[src/rtl/eeprom_arb_pkg.sv]
// Shared types for the save-RAM arbiter.
//   state_t : arbiter sequencing (idle, memory access in flight, completion)
//   grant_t : which requester owns the current access
//   TO_W    : width of the memory-side timeout counter
package eeprom_arb_pkg;

  typedef enum logic [1:0] {
    ST_IDLE,
    ST_ISSUE,
    ST_DONE
  } state_t;

  typedef enum logic {
    GNT_EE,
    GNT_HOST
  } grant_t;

  localparam int TO_W = 10;

endpackage

[src/rtl/eeprom_ram_arbiter.sv]
// eeprom_ram_arbiter
// Shares one save-RAM port between the serial-EEPROM emulator and the host
// save-file loader. Two-way round-robin arbitration, one access in flight,
// and a timeout guard on the memory side.
//
// Ports:
//   clk, reset_n                       clock, asynchronous active-low reset
//   ee_addr/ee_wdata/ee_rd/ee_wr       EEPROM byte request (level, held until ee_done)
//   ee_rdata/ee_done                   EEPROM completion (level, held until request drops)
//   host_req/host_we/host_addr/...     host request (level, held until host_ack)
//   host_rdata/host_ack                host completion (one-cycle pulse)
//   mem_req/mem_we/mem_addr/mem_wdata  memory request, held until mem_ack
//   mem_rdata/mem_ack                  memory completion
//   err                                sticky memory-timeout flag
//
// Optional feature (macro EEPROM_DIRTY_EN): adds dirty (out) / dirty_clr (in).
// dirty is set by every EEPROM write that the memory acknowledged and cleared
// by dirty_clr; a set on the same cycle as a clear wins.
module eeprom_ram_arbiter
  import eeprom_arb_pkg::*;
#(
  parameter int                MEM_AW  = 18,
  parameter logic [MEM_AW-1:0] BASE    = '0,
  parameter int                TIMEOUT = 1023
) (
  input  logic              clk,
  input  logic              reset_n,
  input  logic [7:0]        ee_addr,
  input  logic [7:0]        ee_wdata,
  input  logic              ee_rd,
  input  logic              ee_wr,
  output logic [7:0]        ee_rdata,
  output logic              ee_done,
  input  logic              host_req,
  input  logic              host_we,
  input  logic [7:0]        host_addr,
  input  logic [7:0]        host_wdata,
  output logic [7:0]        host_rdata,
  output logic              host_ack,
  output logic              mem_req,
  output logic              mem_we,
  output logic [MEM_AW-1:0] mem_addr,
  output logic [7:0]        mem_wdata,
  input  logic [7:0]        mem_rdata,
  input  logic              mem_ack,
  output logic              err
`ifdef EEPROM_DIRTY_EN
  ,
  output logic              dirty,
  input  logic              dirty_clr
`endif
);

  localparam logic [TO_W-1:0] TO_LIM = TO_W'(TIMEOUT);

  state_t          state;
  grant_t          grant;
  grant_t          last_grant;
  logic [TO_W-1:0] to_cnt;

  logic            ee_pend;
  logic            ee_wins;
  logic            finish;
  logic [7:0]      done_byte;

  // A completed EEPROM access must not be re-requested while its done is still visible.
  assign ee_pend   = (ee_rd | ee_wr) & ~ee_done;
  // On a tie, the side that was not served last gets the port.
  assign ee_wins   = ee_pend && (!host_req || last_grant == GNT_HOST);
  // An ack on the timeout cycle still counts as a successful access.
  assign finish    = mem_ack || (to_cnt == TO_LIM);
  assign done_byte = mem_ack ? mem_rdata : 8'hFF;

  always_ff @(posedge clk or negedge reset_n) begin
    if (!reset_n) begin
      state      <= ST_IDLE;
      grant      <= GNT_EE;
      last_grant <= GNT_HOST;
      to_cnt     <= '0;
      mem_req    <= 1'b0;
      mem_we     <= 1'b0;
      mem_addr   <= '0;
      mem_wdata  <= 8'h00;
      ee_rdata   <= 8'h00;
      ee_done    <= 1'b0;
      host_rdata <= 8'h00;
      host_ack   <= 1'b0;
      err        <= 1'b0;
    end else begin
      case (state)
        ST_IDLE: begin
          if (ee_pend || host_req) begin
            // Request fields are latched here so later input changes cannot disturb the access.
            if (ee_wins) begin
              grant     <= GNT_EE;
              mem_we    <= ee_wr;
              mem_addr  <= BASE + {{(MEM_AW-8){1'b0}}, ee_addr};
              mem_wdata <= ee_wdata;
            end else begin
              grant     <= GNT_HOST;
              mem_we    <= host_we;
              mem_addr  <= BASE + {{(MEM_AW-8){1'b0}}, host_addr};
              mem_wdata <= host_wdata;
            end
            mem_req <= 1'b1;
            to_cnt  <= '0;
            state   <= ST_ISSUE;
          end
        end

        ST_ISSUE: begin
          if (finish) begin
            mem_req <= 1'b0;
            state   <= ST_DONE;
            if (!mem_ack) begin
              err <= 1'b1;
            end
            // Writes leave the read byte alone unless the access timed out.
            if (grant == GNT_EE) begin
              ee_done <= 1'b1;
              if (!mem_we || !mem_ack) begin
                ee_rdata <= done_byte;
              end
            end else begin
              host_ack <= 1'b1;
              if (!mem_we || !mem_ack) begin
                host_rdata <= done_byte;
              end
            end
          end else begin
            to_cnt <= to_cnt + TO_W'(1);
          end
        end

        ST_DONE: begin
          if (grant == GNT_EE) begin
            if (!ee_rd && !ee_wr) begin
              ee_done    <= 1'b0;
              last_grant <= GNT_EE;
              state      <= ST_IDLE;
            end
          end else begin
            host_ack   <= 1'b0;
            last_grant <= GNT_HOST;
            state      <= ST_IDLE;
          end
        end

        default: state <= ST_IDLE;
      endcase
    end
  end

`ifdef EEPROM_DIRTY_EN
  logic ee_write_ok;

  assign ee_write_ok = (state == ST_ISSUE) && (grant == GNT_EE) && mem_we && mem_ack;

  // Tracks whether the save image has EEPROM writes the host has not collected yet.
  always_ff @(posedge clk or negedge reset_n) begin
    if (!reset_n) begin
      dirty <= 1'b0;
    end else if (ee_write_ok) begin
      dirty <= 1'b1;
    end else if (dirty_clr) begin
      dirty <= 1'b0;
    end
  end
`endif

endmodule

[config.mk]
export PLATFORM = sky130hd
export DESIGN_NAME = eeprom_ram_arbiter
export DESIGN_NICKNAME = d
export VERILOG_FILES = /design/src/rtl/eeprom_arb_pkg.sv /design/src/rtl/eeprom_ram_arbiter.sv
export SDC_FILE = /design/constraint.sdc
export NUM_CORES = 1
export LEC_CHECK = 0
export ABC_CLOCK_PERIOD_IN_PS = 1600
export BUFFER_PORTS_ARGS = -buffer_cell sky130_fd_sc_hd__buf_2
export CAP_MARGIN = 10
export CORE_ASPECT_RATIO = 1.2
export CORE_MARGIN = 10
export CORE_UTILIZATION = 44
export DETAILED_ROUTE_END_ITERATION = 12
export PLACE_DENSITY = 0.76
export SYNTH_ARGS = -nofsm -noshare
export SYNTH_HDL_FRONTEND = slang
export SYNTH_SLANG_ARGS = --single-unit
[constraint.sdc]
create_clock -name clk -period 1.6 [get_ports clk]
set_input_delay 0.08 -clock clk [delete_from_list [all_inputs] [get_ports clk]]
set_output_delay 0.08 -clock clk [all_outputs]
set_load 0.01 [all_outputs]
== Word level (Yosys, flattened, before mapping) ==
Cells that the tools add are included.

* Flip-flop bits (word level): 61
* Logic and storage cells: 82

* Add/subtract/negate cells: 1
* Eq/ne operators: 12
* Mux-type cells: 26
* Bitwise logic cells: 5
* Reduce and logical (&&, ||, !) cells: 25

{| class="wikitable"
|+ Operators with widths
! cell !! number
|-
| $mux W8 || 3
|-
| $mux W10 || 2
|-
| $pmux W10 S2 || 1
|-
| $ne A2 B2 Y1 const B || 8
|-
| $mux W1 || 12
|-
| $reduce_and A3 Y1 || 4
|-
| $reduce_and A4 Y1 || 3
|-
| $add A10 B1 Y10 const B || 1
|-
| $eq A10 B10 Y1 const B || 1
|-
| $mux W2 || 4
|-
| $pmux W1 S2 || 3
|-
| $pmux W2 S3 || 1
|-
| $reduce_bool A2 Y1 || 3
|-
| $logic_not A1 Y1 || 5
|-
| $reduce_and A5 Y1 || 1
|-
| $logic_or A1 B1 Y1 || 4
|-
| $reduce_and A2 Y1 || 2
|-
| $ne A3 B3 Y1 const B || 1
|-
| $not A1 Y1 || 3
|-
| $eq A2 B1 Y1 const B || 1
|-
| $eq A2 B2 Y1 const B || 1
|-
| $logic_and A1 B1 Y1 || 2
|-
| $logic_not A2 Y1 || 1
|-
| $and A1 B1 Y1 || 1
|-
| $or A1 B1 Y1 || 1
|}

== Depth between registers and ports, before layout ==
* Depth after elaboration: 5
* Depth in mapped cells: 6
* Mapped depth without buffers: 5

== Worst setup path after synthesis ==
OpenSTA, ideal clock, no wires.

* Kind: register to register
* Start point: register state[1]
* End point: register to_cnt[8]
* Setup time: 77 ps
* Data arrival time: 1657 ps
* Path slack: -134 ps
* Stages on the path, launching flop included: 6
* Clock period less this slack: 1734 ps
* Path through: dfrtp_1 -> buf_6 -> or3b_4 -> a2111oi_4 -> or3b_1 -> a21oi_1

* Word-level cells in the longest chain between the ends: 3
* Elaborated cells on any way between the ends: 7
* Classes of those cells: eq/ne (3); mux (1); reduce/logical (3)

{| class="wikitable"
|+ RTL lines
! element !! RTL line !! text
|-
| from (decl) || eeprom_ram_arbiter.sv:56 || <nowiki>state_t state;</nowiki>
|-
| from (signal assigned) || eeprom_ram_arbiter.sv:76 || <nowiki>state <= ST_IDLE;</nowiki>
|-
| from (signal assigned) || eeprom_ram_arbiter.sv:107 || <nowiki>state <= ST_ISSUE;</nowiki>
|-
| from (signal assigned) || eeprom_ram_arbiter.sv:114 || <nowiki>state <= ST_DONE;</nowiki>
|-
| $eq A2 B1 Y1 or $logic_not A2 Y1 (tied branches) || eeprom_ram_arbiter.sv:90 || <nowiki>case (state)</nowiki>
|-
| $ne A2 B2 Y1 (no source line) or $reduce_bool A2 Y1 (tied branches) || -- ||
|-
| $reduce_and A3 Y1 (no source line) || -- ||
|-
| to (signal assigned) || eeprom_ram_arbiter.sv:131 || <nowiki>to_cnt <= to_cnt + TO_W'(1);</nowiki>
|-
| to (decl) || eeprom_ram_arbiter.sv:59 || <nowiki>logic [TO_W-1:0] to_cnt;</nowiki>
|}

Parallel ways exist; a longest one is shown, timed or not.
A chain may end at the register's enable or synchronous reset.

== Worst setup path after layout ==
* Start point: register to_cnt[4]
* End point: register ee_rdata[0]

* Word-level cells in the longest chain between the ends: 3

{| class="wikitable"
|+ RTL lines
! element !! RTL line !! text
|-
| $eq A10 B10 Y1 || eeprom_ram_arbiter.sv:71 || <nowiki>assign finish = mem_ack || (to_cnt == TO_LIM);</nowiki>
|-
| $logic_or A1 B1 Y1 || eeprom_ram_arbiter.sv:71 ||
|-
| $reduce_and A4 Y1 (no source line) || -- ||
|-
| to (signal assigned) || eeprom_ram_arbiter.sv:122 || <nowiki>ee_rdata <= done_byte;</nowiki>
|-
| to (decl) || eeprom_ram_arbiter.sv:32 || <nowiki>output logic [7:0] ee_rdata,</nowiki>
|}

No other way between the ends.

==> impl_metrics.toml <==
[run_status]
status = "finished, violations left"
failed_checks = "negative setup slack"

[layout]
diodes = 0
syn_to_final_growth_pct = 36.64
fin_nets = 388
stdcell_area_mm2 = 0.003411
drive_above_1_share = 0.4751
instances_no_fill = 405
fin_util = 0.6098

[critical_path]
arrival_ns = 1.87
critical_path_class = "reg2reg"
start_kind = "flop"
end_kind = "flop"
cp.required_ns = 1.79
crit_fanout = 8

[sta]
setup_viol = 20
maxSlewViolCount = 0
finClkSkew_ns = 0.008589
setup_ws_ns = -0.07932
setup_tns_ns = -0.8969
hold_slack_ns = 0.06110
grt_setup_unrepaired = "true"
fmax_mhz = 595.5
finalHoldViolations = 0
layout_min_cycle_time_ns = 1.679
fin_crit_sh = 1.050

[global_routing]
grt_overflow = 0
grt_pass1_vias = 2238
grt.total_usage = 0.1385
grt_pass1_wl_um = 10160
grt_max_degree = 52
antenna_found_initial = 0

[floorplan]
initial_core_util = 0.4463
std_cell_rows = 30
pin_count = 94
die_h_um = 102.5
coreArea_mm2 = 0.005593
die_x_um = 88.76
die_area_mm2 = 0.009098

[placement]
portBuffers = 83
place_area_mm2 = 0.003136
gp_congestion = 0.8413
place_ws_ns = -0.1269
hpwl_um = 4733
place_inst = 387

[pwr]
leakagePower_nw = 1.620
p_total_mw = 5.268
powerDensity_mw_per_mm2 = 1545
ir_worst_vdd_mv = 0.9848

[yosys]
synth_area_mm2 = 0.002496
synth_top_area_cell = "dfrtp_1"
syn-instance-count = 226
ys_types = 41
ys_seq_area_frac = 0.5118
synthTopCellsByArea = "dfrtp_1, mux2_2, mux2i_1"
yosysTopAreaCellShare = 0.5013
synthArstFlopShare = 1.000
syn_area_per_cell_um2 = 11.04
ys_warn_count = 0
synth_ff_type = "dfrtp_1"
synth_enable_flop_cells = 0
yosys-top-cells-count = "dfrtp_1, nand2_1, o21ai_0"
ys_seq_elements = 51
synth.most_common_cell = "dfrtp_1"

[clocking]
path_clk_slew_ns = 0.09
tritoncts = "yes"
htreeDepth = 2
cts_max_path_buffers = 2
cts_buffers = 5
cts.sinks = 51
clock_latency_ns = 0.30
root_buffer = "clkbuf_8"

[detailed_routing]
via_count = 2059
post_drt_wl_per_cell_um = 15.72
postRouteAntennaNets = 0
vias_per_cell = 5.084
drtIter0Drc = 75
dr.pass1.iters = 4
drc = 0
drt_wl_total_um = 6367

[run]
maxCapViolCount = 0

[min_path]
hp-class = "in2reg"
flip-flops by register name, summed over array words and instances (netlist names):
signal	cells
mem_we	1
last_grant	1
mem_addr	8
host_rdata	8
state	2
ee_done	1
ee_rdata	8
host_ack	1
mem_req	1
grant	1
mem_wdata	8
err	1
to_cnt	10
timing repair:
action	4_1_cts	5_1_grt
hold buffers	1	0
pin swaps	5	2
gates cloned	0	0
endpoints found under the hold margin	50	0
buffers inserted	7	2
endpoints found under the setup margin	19	25
gates resized for setup	8	7
path summary, 6_finish.rpt:
check | start | to | slack (ns) | depth (start not counted)
worst min-delay path | host_addr[6] | mem_addr[6] | 0.06 | 3
max in group asynchronous | reset_n | last_grant | 1.00 | 3
worst max register to register | to_cnt[4] | ee_rdata[0] | -0.08 | 6
min in group asynchronous | reset_n | mem_addr[5] | 0.29 | 3
worst max-delay path | to_cnt[4] | ee_rdata[0] | -0.08 | 6
worst min register to register | mem_addr[5] | mem_addr[5] | 0.48 | 2
cell families after synthesis:
group / after synthesis / synth area share
AO/OA/AOI/OAI: 48 / 0.1348
XOR/XNOR: 1 / 0.003509
adder cells (fa/ha/maj): 1 / 0.005012
buffers and inverters: 24 / 0.05614
flip-flops: 51 / 0.5118
multiplexers: 33 / 0.1403
other: 1 / 0.001502
AND/OR/NAND/NOR: 67 / 0.1469
cell type report:
type                    count  area (µm²)
fillers                   455        2182
repair buffers            119       733.2
clock inverters             2       35.03
multi-input cells         160        1191
well taps                  64       80.08
flip-flops and latches     51        1277
clock buffers               6       82.58
inverters                   3       11.26
placed cells by master, fill, tap and decap left out, types with 2 or more instances in the layout:
| cell | instances |
|---|---|
| buf_12 | 3 |
| nand2_1 | 30 |
| dfrtp_1 | 50 |
| a21oi_1 | 5 |
| buf_4 | 30 |
| a21oi_2 | 3 |
| mux2_2 | 15 |
| nand4_4 | 2 |
| o211ai_1 | 3 |
| buf_2 | 83 |
| nor2_1 | 6 |
| o31ai_1 | 5 |
| mux2i_1 | 17 |
| o21ai_0 | 21 |
| nand3_1 | 4 |
| conb_1 | 10 |
| buf_6 | 2 |
| nand2b_1 | 10 |
| inv_1 | 3 |
| clkbuf_8 | 6 |
| or4_4 | 2 |
worst max-delay path, stage by stage (launching register included):
cell and delay [ns]:
dfrtp_1 0.41, nand4_4 0.15, o41ai_4 0.33, buf_4 0.19, buf_12 0.11, nand2_8 0.07
mux2_4 0.31
layer usage:
metal,vias to the layer above,share of wire,track usage
met3,5,0.067,0.04269
met1,988,0.40,0.1599
met4,0,0.011,0.04483
li1,1004,-,-
met5,-,0,0
met2,62,0.52,0.2373
report_power, final:
group / internal [mW] / switching (mW)
logic: 1.06 / 1.15
clock network: 0.507 / 0.423
registers: 1.81 / 0.319
(Power assumes the default switching activity.)
